File: config.mk
export PLATFORM = sky130hd
export DESIGN_NAME = psdsquare_flat
export DESIGN_NICKNAME = d
export VERILOG_FILES = /design/src/rtl/psdsquare_if.sv /design/src/rtl/psdsquare.sv /design/src/flat_wrapper.sv
export SDC_FILE = /design/constraint.sdc
export NUM_CORES = 1
export LEC_CHECK = 0
export CAP_MARGIN = 10
export CORE_MARGIN = 5
export CORE_UTILIZATION = 25
export DETAILED_ROUTE_END_ITERATION = 6
export PLACE_DENSITY = 0.5
export SLEW_MARGIN = 20
export SYNTH_ARGS = -nofsm -noshare
export SYNTH_HDL_FRONTEND = slang
export SYNTH_SLANG_ARGS = --single-unit
File: constraint.sdc
create_clock -name clock -period 7.15 [get_ports clock]
set_input_delay 1.0725 -clock clock [delete_from_list [all_inputs] [get_ports clock]]
set_output_delay 1.0725 -clock clock [all_outputs]
set_load 0.02 [all_outputs]
File: src/rtl/psdsquare_if.sv
// psdsquare_if: start/stop handshake, operand and result bundle for the squarer
interface psdsquare_if #(parameter int NBITS = 16);
    logic               start;
    logic               stop;
    logic [NBITS-1:0]   xin;
    logic               busy;
    logic               done;
    logic [2*NBITS-1:0] sq;
    modport master (output start, stop, xin, input busy, done, sq);
    modport slave  (input start, stop, xin, output busy, done, sq);
endinterface

File: src/rtl/psdsquare.sv
// psdsquare: bit-serial shift-and-add squarer, one multiplier bit per clock
module psdsquare #(parameter int NBITS = 16) (
    input logic        clock,
    input logic        reset,
    psdsquare_if.slave bus
);
    localparam int CW = $clog2(NBITS + 1);
    logic [2*NBITS-1:0] mcand_q, mcand_d, acc_q, acc_d, sq_q, sq_d;
    logic [NBITS-1:0]   mplier_q, mplier_d;
    logic [CW-1:0]      cnt_q, cnt_d;
    logic               busy_q, busy_d, done_q, done_d, run, last;
    always_comb begin
        run      = cnt_q != '0;
        last     = cnt_q == CW'(1);
        mcand_d  = bus.start ? {{NBITS{1'b0}}, bus.xin} : run ? mcand_q << 1 : mcand_q;
        mplier_d = bus.start ? bus.xin : run ? mplier_q >> 1 : mplier_q;
        acc_d    = bus.start ? '0 : (run && mplier_q[0]) ? acc_q + mcand_q : acc_q;
        cnt_d    = bus.start ? CW'(NBITS) : run ? cnt_q - CW'(1) : cnt_q;
        busy_d   = bus.start | (run & ~last);
        done_d   = bus.start ? 1'b0 : (run && last) ? 1'b1 : done_q;
        // stop copies the accumulator as it stands, even mid-run
        sq_d     = bus.stop ? acc_q : sq_q;
    end
    always_ff @(posedge clock or negedge reset) begin
        if (!reset) begin
            mcand_q  <= '0;
            mplier_q <= '0;
            acc_q    <= '0;
            cnt_q    <= '0;
            busy_q   <= 1'b0;
            done_q   <= 1'b0;
            sq_q     <= '0;
        end else begin
            mcand_q  <= mcand_d;
            mplier_q <= mplier_d;
            acc_q    <= acc_d;
            cnt_q    <= cnt_d;
            busy_q   <= busy_d;
            done_q   <= done_d;
            sq_q     <= sq_d;
        end
    end
    assign bus.busy = busy_q;
    assign bus.done = done_q;
    assign bus.sq   = sq_q;
endmodule
File: src/flat_wrapper.sv
// flat-port wrapper written by rule: the top's interface ports become plain ports
module psdsquare_flat 
#(parameter int NBITS = 16)
  (clock, reset, bus_start, bus_stop, bus_xin, bus_busy, bus_done, bus_sq);
  psdsquare_if #(.NBITS(NBITS)) bus_i ();
  input logic clock;
  input logic reset;
  input wire logic [$bits(bus_i.start)-1:0] bus_start;
  input wire logic [$bits(bus_i.stop)-1:0] bus_stop;
  input wire logic [$bits(bus_i.xin)-1:0] bus_xin;
  output wire logic [$bits(bus_i.busy)-1:0] bus_busy;
  output wire logic [$bits(bus_i.done)-1:0] bus_done;
  output wire logic [$bits(bus_i.sq)-1:0] bus_sq;
  assign bus_i.start = bus_start;
  assign bus_i.stop = bus_stop;
  assign bus_i.xin = bus_xin;
  assign bus_busy = bus_i.busy;
  assign bus_done = bus_i.done;
  assign bus_sq = bus_i.sq;
  psdsquare #(.NBITS(NBITS)) u_core (.clock(clock), .reset(reset), .bus(bus_i));
endmodule
# Yosys cells after proc, flatten, opt, wreduce, memory -nomap -nowiden
# Index checks and enable logic that the tools add are counted.
# totals
regBits	119
in_bits	20
word_cells	29
output_inout_bits	34
# classes
muxes	10
eq_ne	1
n_reduce_logical	6
n_bitwise	3
n_addsub	2
# op_table
operator	n
32-bit 2-to-1 mux	4
32-bit adder	1
16-bit 2-to-1 mux	2
5-bit 2-to-1 mux	2
2-bit nonzero test	3
5-bit by 1-bit equality test with 1-bit output (second input constant)	1
5-bit nonzero test	1
5-bit by 1-bit subtractor with 5-bit output (second input constant)	1
1-bit logical AND	2
1-bit 2-to-1 mux	2
1-bit bitwise AND	1
1-bit inverter	1
1-bit OR	1

# Logic depth before layout (Yosys ltp)
# Gate-level depths: netlist of the first run.
# depth
depth_word	4
ltp_mapped	11
ltp_nobuf	11

# Worst setup path after synthesis of the first run
# No wires, ideal clock.
# synth_path
path_kind	reg2reg
from	register u_core.acc_q[0]
to	register u_core.acc_q[30]
required_ns	7.024
setup_slack_ns	4.476
path_stages_with_launch	11
arrival_time_ns	2.548
path_buffers	0
path_cell_list	dfrtp_1 ha_1 inv_1 fa_1 nor2b_1 o2111ai_1 a31oi_1 a31oi_2 o31ai_1 a221oi_2 a221o_1
# synth_via
elab_chain_len	3
# synth_lines
item	line	source
from (decl)	psdsquare.sv:8	logic [2*NBITS-1:0] mcand_q, mcand_d, acc_q, acc_d, sq_q, sq_d;
from (signal assigned)	psdsquare.sv:28	acc_q <= '0;
from (signal assigned)	psdsquare.sv:36	acc_q <= acc_d;
32-bit adder	psdsquare.sv:17	acc_d = bus.start ? '0 : (run && mplier_q[0]) ? acc_q + mcand_q : acc_q;
32-bit 2-to-1 mux (2 in a row)	psdsquare.sv:17	
# No other way between the ends. The select of a mux whose other input is x is not followed.
# A chain may end at the register's enable or synchronous reset.

# Worst setup path after layout of the first run
# layout_path
from	register u_core.mcand_q[0]
to	register u_core.acc_q[30]
# layout_via
elab_chain_len	3
# layout_lines
item	line	source
from (decl)	psdsquare.sv:8	
from (signal assigned)	psdsquare.sv:34	mcand_q <= mcand_d;
32-bit adder	psdsquare.sv:17	
32-bit 2-to-1 mux (2 in a row)	psdsquare.sv:17	
# No other way between the ends. The select of a mux whose other input is x is not followed.

==> results.toml, run 1 <==
[drt]
first_pass_iters = 5
wl_per_cell_microns = 15.3
drt_iter0_drc = 329
ant_nets = 0
via_count = 5167
drc = 0
wirelength_microns = 16400
via_per_inst = 4.82

[global_route]
grt_pass1_vias = 5038
antenna_found_initial = 0
use_met2_pct = 16.7
grt_overflow = 0
gr-usage-all-layers_pct = 11.7
grtUsageMet3_pct = 2.86
grt_pass1_wl_microns = 27100
grt_start_max_net_pins = 75
grt_use_met1_pct = 17.4
grt-busiest-layer = "met1"

[clocking]
post_cts_resized = 0
cts_buffer_depth = 2
cts_tree = "yes"
cts.htree.levels = 4
cts_root_buffer = "clkbuf_16"
ctsHoldBuffers = 0
post_cts_buffers = 0
cts_sinks = 119
clk_pin_slew_ns = 0.06
cts_buffers = 17
clk_latency_ns = 0.41

[power_and_ir_drop]
ir_worst_vdd_mv = 0.144
power_density_nw_per_um2 = 347
p_leak_nw = 3.51

[yosys]
ys_warn_count = 0
synthArstFlopShare_pct = 100
ys_seq_area_share_pct = 46.3
netlist_area_sq_um = 6430
ys_ff_latch = 119
syn_nets = 740
ys.flop_type = "dfrtp_1"
synth_edf_count = 0
postSynthCellCount = 685
synth.distinct_cells = 60
syn_avg_cell_area_sq_um = 9.39

[cells_and_area]
syn_to_final_growth_pct = 23.1
drive_gt1_share_pct = 11.1
nNetsFinal = 783
diodes = 0

[critical_path]
worstPathCellList = "ha_1 -> inv_1 -> fa_1 -> nor2b_1 -> o2111ai_1 -> a31oi_1 -> a31oi_2 -> o31ai_1 -> a221oi_2 -> a221o_1"
worstSetupStartpointType = "register"
rrSetupSlack_ns = 3.91
worstPathRequired_ns = 7.44
cp-end-kind = "register"
cpMaxStageDelayCell = "a31oi_1"
path_max_fanout = 4
critPathArrivalTime_ns = 3.54
critPathKind = "reg2reg"
critPathMaxStageDelay_ns = 0.54

[hold_path]
hold_path.class = "reg2reg"

[die]
dieArea_sq_um = 29000
fp.coreArea_sq_um = 25300
die_h_microns = 170
row_count = 58
pin_count = 54
fp.dieW_microns = 170
start_util_pct = 25.5

[timing]
worstMarginPinSlew_ns = 1.00
hold_viol_final = 0
fin_worst_skew_ns = 0.00971
fin_tns_setup_ns = 0
hold_slack_ns = 0.503
relSlewSlack_pct = 33.2
drv_slew = 0
rsz0062_at_grt = "no"
fmaxAchievable_ghz = 0.308
setup_viol = 0
period_minus_slack_ns = 3.24
min_period_over_period_pct = 45.4

[outcome]
status = "complete, no violations"

[place]
place_congestion = 0.843
numPortBuffers = 53
hpwl_microns = 11400

[job]
maxCapViolations = 0
## layout make-up
| class | instances | area, sq um |
|---|---|---|
| well taps | 330 | 413 |
| fillers | 2680 | 17300 |
| multi-input cells | 518 | 3270 |
| repair buffers | 61 | 608 |
| inverters | 11 | 41.3 |
| flip-flops and latches | 119 | 2980 |
| clock buffers | 19 | 443 |
| clock inverters | 13 | 170 |
## where the power goes
part	internal [mW]	switching [mW]	total [mW]
clock	0.561	0.328	0.890
sequential	0.809	0.109	0.917
combinational	0.402	0.538	0.940
## worst max-delay path, delay by kind of cell (launching register included)
| family | cells | cell delay (ns) |
|---|---|---|
| AO/OA/AOI/OAI | 6 | 1.94 |
| adder cells (fa/ha/maj) | 2 | 0.58 |
| buffers and inverters | 1 | 0.05 |
| flip-flops | 1 | 0.39 |
| AND/OR/NAND/NOR | 1 | 0.16 |
## state kept, by name (all words and copies together) (netlist names)
signal / flops
u_core.bus.sq: 32
u_core.cnt_q: 5
u_core.bus.done: 1
u_core.mplier_q: 16
u_core.mcand_q: 32
u_core.acc_q: 32
u_core.bus.busy: 1
## cell families after synthesis
kind of cell | Yosys count | share of synthesized area, %
multiplexers | 34 | 5.91
AO/OA/AOI/OAI | 183 | 17.8
AND/OR/NAND/NOR | 241 | 16.7
XOR/XNOR | 25 | 3.40
flip-flops | 119 | 46.3
adder cells (fa/ha/maj) | 35 | 6.92
buffers and inverters | 48 | 2.98
## worst paths after layout
| path | from | to | cells past startpoint |
|---|---|---|---|
| worst min register to register | u_core.bus.sq[24] | u_core.bus.sq[24] | 1 |
| min in group asynchronous | reset | u_core.bus.sq[22] | 1 |
| worst max register to register | u_core.mcand_q[0] | u_core.acc_q[30] | 10 |
| worst min-delay path | u_core.bus.sq[24] | u_core.bus.sq[24] | 1 |
| worst max-delay path | u_core.mcand_q[0] | u_core.acc_q[30] | 10 |
| max in group asynchronous | reset | u_core.mcand_q[11] | 3 |
## stage by stage
step                worst slack (ns)  utilization (%)  cell area (sq um)  instances  power, mW
CTS                             3.91             31.3               7890       1070       2.78
global route                    3.65             31.4               7920       1071       2.94
global placement                3.47             28.8               7280       1038       1.87
detailed placement              3.47             28.8               7280       1038       1.87
finish                          3.91             31.4               7920       1071       2.75
floorplan                       4.48                -               6430        685       1.58
## layout by cell type, fill, tap and decap left out, types with 4 or more instances in the layout
master,count
mux2_2,32
nand3_1,16
clkbuf_16,17
inv_1,11
nand4_1,6
o21ai_0,42
a21o_1,13
and2_1,6
a31oi_1,35
nand2_1,138
clkdlybuf4s50_1,52
nor2_1,37
nor3_1,4
xor2_1,13
dfrtp_1,119
a21oi_1,48
buf_4,8
nand2b_1,6
ha_1,34
nor2b_1,4
xnor2_1,12
o211ai_1,5
o31ai_1,6
and3_1,6
o21a_1,4
## per-layer routing
metal / share of wire (%) / up-vias
met2: 43 / 107
li1: - / 2545
met3: 3.9 / 17
met5: 0 / -
met4: 1.6 / 0
met1: 52 / 2498
## Yosys cell counts (all sizes together) (2+ instances only)
master / n / share of area [%]
nand2: 138 / 8.1
dfrtp: 119 / 46
a21oi: 48 / 3.7
o21ai: 45 / 3.5
nor2: 39 / 2.4
a31oi: 36 / 3.6
ha: 34 / 6.6
mux2: 32 / 5.6
clkbuf: 28 / 1.6
nand3: 16 / 1.2
a21o: 13 / 1.5
xor2: 13 / 1.8
xnor2: 12 / 1.6
inv: 11 / 0.64
buf: 9 / 0.70
and3: 7 / 0.76
o31ai: 7 / 1.0
and2: 6 / 0.58
nand2b: 6 / 0.58
nand4: 6 / 0.58
o211ai: 5 / 0.58
nor2b: 4 / 0.39
nor3: 4 / 0.31
o21a: 4 / 0.47
a211o: 3 / 0.41
a211oi: 3 / 0.35
nor4: 3 / 0.29
o21bai: 3 / 0.35
or3: 3 / 0.29
a31o: 2 / 0.27
a32o: 2 / 0.31
mux2i: 2 / 0.31
o2111ai: 2 / 0.27
o22ai: 2 / 0.19
or4: 2 / 0.29
No activity file was read; power rests on OpenSTA's default activity.
==> run 2, diff against run 1 <==
Clock period 7.15 ns to 3.34 ns, I/O delays scaled along.
==> run 2 against run 1 <==
Compared with the run above: critical path depth down 1; die area is the same; global-route usage grew 0.49 points; utilization is essentially flat; register-to-register slack worse by 3.6 ns; clock skew down 0.0017 ns; final cell count increased by 0.37%; critical endpoint unchanged; largest cell class unchanged.
==> results.toml, run 2 (same netlist as run 1, synthesis figures left out) <==
[place]
place_area_sq_um = 7340
hpwl_microns = 12000
numPortBuffers = 53
pre_cts_slack_ns = 0.435
place_congestion = 0.840

[critical_path]
cp-end-kind = "register"
worstSetupStartpointType = "register"
cpMaxStageDelayCell = "or3_1"
critPathKind = "reg2reg"
reg2reg_from = "u_core.acc_q[13]"
path_max_fanout = 8
rrSetupSlack_ns = 0.33
worstPathCellList = "ha_1 -> a21oi_1 -> o21ai_1 -> or3_1 -> a31oi_2 -> o31ai_1 -> a221oi_2 -> nor3_1 -> a221o_1"
worstPathRequired_ns = 3.63
critPathMaxStageDelay_ns = 0.42
rr_endpoint = "u_core.acc_q[30]"
ff2ff_path_depth = 9
critPathArrivalTime_ns = 3.31

[timing]
drv_slew = 0
period_minus_slack_ns = 3.01
hold_viol_final = 0
rsz0062_at_grt = "no"
relSlewSlack_pct = 51.4
setup_viol = 0
fin_tns_setup_ns = 0
worstMarginPinSlew_ns = 0.729
fin_ws_ns = 0.326
min_period_over_period_pct = 90.2
fin_worst_skew_ns = 0.00800
fmaxAchievable_ghz = 0.332

[power_and_ir_drop]
ir_worst_vdd_mv = 0.305
p_leak_nw = 3.51
power_density_nw_per_um2 = 735

[clocking]
clk_latency_ns = 0.42
cts_root_buffer = "clkbuf_16"
post_cts_buffers = 0
cts.htree.levels = 4
ctsHoldBuffers = 0
cts_buffers = 17
cts_buffer_depth = 2
cts_tree = "yes"
cts_sinks = 119
post_cts_resized = 0
clk_pin_slew_ns = 0.06

[drt]
drt_iter0_drc = 420
wirelength_microns = 17000
wl_per_cell_microns = 15.8
first_pass_iters = 5
ant_nets = 0
drc = 0
via_count = 5101
via_per_inst = 4.75

[die]
pin_count = 54
row_count = 58
start_util_pct = 25.5
die_h_microns = 170
dieArea_sq_um = 29000
fp.dieW_microns = 170
fp.coreArea_sq_um = 25300

[global_route]
antenna_found_initial = 0
grt_overflow = 0
gr-usage-all-layers_pct = 12.2
grt_pass1_vias = 5273
grt_start_max_net_pins = 51
grt_pass1_wl_microns = 28300

[job]
maxCapViolations = 0

[cells_and_area]
diodes = 0
final_common_cell = "nand2_1"
mostFrequentLayoutCells = "138 x nand2_1, 119 x dfrtp_1, 52 x clkdlybuf4s50_1"
nNetsFinal = 788
drive_gt1_share_pct = 11.4
final_area_sq_um = 7910
syn_to_final_growth_pct = 23.0

[outcome]
status = "complete, no violations"

[hold_path]
hold_path.class = "in2async"
[run 2: changes by cell type in the layout (fill, tap and decap cells not counted)]
cell	change
buf_12	+1
clkbuf_1	+1
bufinv_16	-1
inv_6	-3
clkinv_4	+1
clkinv_2	+1
buf_4	+5
buf_16	-1
[run 2: final cells by class]
class                      count  area (sq um)
tap                          330           413
multi-input combinational    518          3270
clock inverter                11           128
inverter                      11          41.3
clock buffer                  20           447
sequential                   119          2980
timing repair buffer          66           638
fill                        2674         17300
[run 2: worst max-delay path by stage]
stage                           start                to  slack [ns]  cells after the start
finish               u_core.acc_q[13]  u_core.acc_q[30]        0.33                      9
global route        u_core.mcand_q[0]  u_core.acc_q[30]        0.13                     10
CTS                  u_core.acc_q[13]  u_core.acc_q[30]        0.36                      9
detailed placement  u_core.mcand_q[0]  u_core.acc_q[30]        0.43                     10
global placement      u_core.acc_q[0]  u_core.acc_q[30]        0.52                     10
floorplan             u_core.acc_q[0]  u_core.acc_q[30]        0.67                     10
[run 2: per-stage QoR]
stage	util [%]	hold slack [ns]	power [mW]	instances
6_report	31.3	0.138	5.82	1075
5_1_grt	31.3	0.190	6.21	1075
4_1_cts	31.3	0.149	5.89	1075
3_5_place_dp	29.1	0.495	4.06	1044
3_3_place_gp	29.1	0.491	4.05	1044
2_1_floorplan	-	0.205	3.39	685
[run 2: worst max-delay path: cells and delay by family (launching register included)]
family          cells  cell delay, ns
compound gates      6            1.60
fa+ha+maj           1            0.41
flops               1            0.39
simple gates        2            0.49
[run 2: power breakdown]
| part | internal, mW | leakage, nW | switching [mW] |
|---|---|---|---|
| clock | 1.11 | 0.272 | 0.677 |
| sequential | 1.73 | 1.54 | 0.218 |
| combinational | 0.880 | 1.69 | 1.20 |
| total | 3.73 | 3.51 | 2.09 |
[run 2: metal layers]
layer  GRT usage [%]  wire length (microns)
met1            16.8                   8420
met2            19.2                   7890
met3            2.81                    518
met4            3.72                    148
met5               0                      0
==> run 3, diff against run 2 <==
Settings changed: CORE_ASPECT_RATIO from default to 1.5.
==> run 3 against run 2 <==
Compared with the run above: total power fell by 0.37%; via count increased by 0.67%; maximum frequency increased by 0.37%; clock skew increased by 0.0045 ns; register-to-register slack barely moved; largest power group unchanged; highest routed layer unchanged.
==> results.toml, run 3 (same netlist as run 1, synthesis figures left out) <==
[job]
maxCapViolations = 0

[die]
start_util_pct = 25.1
die_h_microns = 206
pin_count = 54
row_count = 72
dieArea_sq_um = 29100
fp.dieW_microns = 141
fp.coreArea_sq_um = 25600

[timing]
fin_ws_ns = 0.337
fmaxAchievable_ghz = 0.333
fin_tns_setup_ns = 0
worstMarginPinSlew_ns = 0.893
relSlewSlack_pct = 40.5
period_minus_slack_ns = 3.00
min_period_over_period_pct = 89.9
drv_slew = 0
fin_worst_skew_ns = 0.0125
rsz0062_at_grt = "no"
hold_viol_final = 0
setup_viol = 0

[power_and_ir_drop]
power_density_nw_per_um2 = 735
ir_worst_vdd_mv = 0.306
p_leak_nw = 3.49

[clocking]
cts_buffer_depth = 2
post_cts_resized = 0
ctsHoldBuffers = 0
clk_latency_ns = 0.43
clk_pin_slew_ns = 0.06
cts_buffers = 17
cts_root_buffer = "clkbuf_16"
cts_sinks = 119
cts_tree = "yes"
post_cts_buffers = 0
cts.htree.levels = 4

[cells_and_area]
syn_to_final_growth_pct = 22.6
final_util_pct = 30.8
nFillCells = 2722
drive_gt1_share_pct = 11.5
final_area_sq_um = 7890
diodes = 0
nNetsFinal = 784
final_common_cell = "nand2_1"
mostFrequentLayoutCells = "138 x nand2_1, 119 x dfrtp_1, 51 x clkdlybuf4s50_1"

[drt]
ant_nets = 0
via_count = 5135
drt_iter0_drc = 263
met1_length_microns = 7190
via_per_inst = 4.78
wl_met3_microns = 468
wirelength_microns = 16800
wl_per_cell_microns = 15.6
first_pass_iters = 4
top_layer = "met4"
drc = 0
wl_met2_microns = 8660

[global_route]
gr-usage-all-layers_pct = 12.2
grt_pass1_vias = 5557
grt_overflow = 0
grt_pass1_wl_microns = 28300
grt_start_max_net_pins = 79
antenna_found_initial = 0

[critical_path]
worstSetupStartpointType = "register"
reg2reg_from = "u_core.acc_q[0]"
worstPathRequired_ns = 3.64
cp-end-kind = "register"
critPathArrivalTime_ns = 3.30
path_max_fanout = 4
critPathKind = "reg2reg"
setup.worst_path.start = "u_core.acc_q[0]"

[hold_path]
hold_path.class = "in2async"

[place]
pre_cts_slack_ns = 0.347
hpwl_microns = 11800
place_area_sq_um = 7310
place_congestion = 0.866
numPortBuffers = 53

[outcome]
status = "complete, no violations"
[run 3: area by class of cell]
| class | count | area (sq um) | share of cell area (%) |
|---|---|---|---|
| clock buffer | 18 | 439 | 5.57 |
| inverter | 11 | 41.3 | 0.524 |
| tap | 333 | 417 | 5.28 |
| clock inverter | 14 | 140 | 1.78 |
| multi-input combinational | 518 | 3270 | 41.4 |
| timing repair buffer | 62 | 603 | 7.65 |
| sequential | 119 | 2980 | 37.8 |
[run 3: where the power goes]
part	switching (mW)	internal (mW)	leakage, nW
clock	0.737	1.06	0.275
combinational	1.17	0.872	1.67
sequential	0.223	1.73	1.54
total	2.13	3.66	3.49
[run 3: per-stage QoR]
step                      hold WS, ns  cells  power, mW
after global routing            0.105   1075       6.20
after global placement          0.492   1043       4.04
after floorplan                 0.205    685       3.39
after detailed placement        0.495   1043       4.05
after CTS                      0.0766   1075       5.89
final                          0.0667   1075       5.80
[run 3: path summary, 6_finish.rpt]
check | cells past startpoint | slack, ns | end
worst max register to register | 10 | 0.34 | u_core.acc_q[30]
worst min register to register | 1 | 0.50 | u_core.bus.sq[25]
worst min-delay path | 1 | 0.07 | u_core.bus.sq[8]
max in group asynchronous | 2 | 2.43 | u_core.acc_q[25]
worst max-delay path | 10 | 0.34 | u_core.acc_q[30]
min in group clock | 1 | 0.50 | u_core.bus.sq[25]
[run 3: layer usage]
| metal | up-vias | GRT usage [%] |
|---|---|---|
| met5 | - | 0 |
| met4 | 0 | 5.19 |
| met3 | 28 | 2.73 |
| met2 | 89 | 21.8 |
| met1 | 2499 | 14.0 |
| li1 | 2519 | - |
[run 3: critical path, cell delays in order (launching register included)]
cell and delay, ns:
dfrtp_1 0.37, ha_1 0.18, inv_1 0.05, fa_1 0.40, nor2b_1 0.15, o2111ai_1 0.18, a31oi_1 0.34, a31oi_2 0.19
o31ai_1 0.58, a221oi_2 0.13, a221o_1 0.32
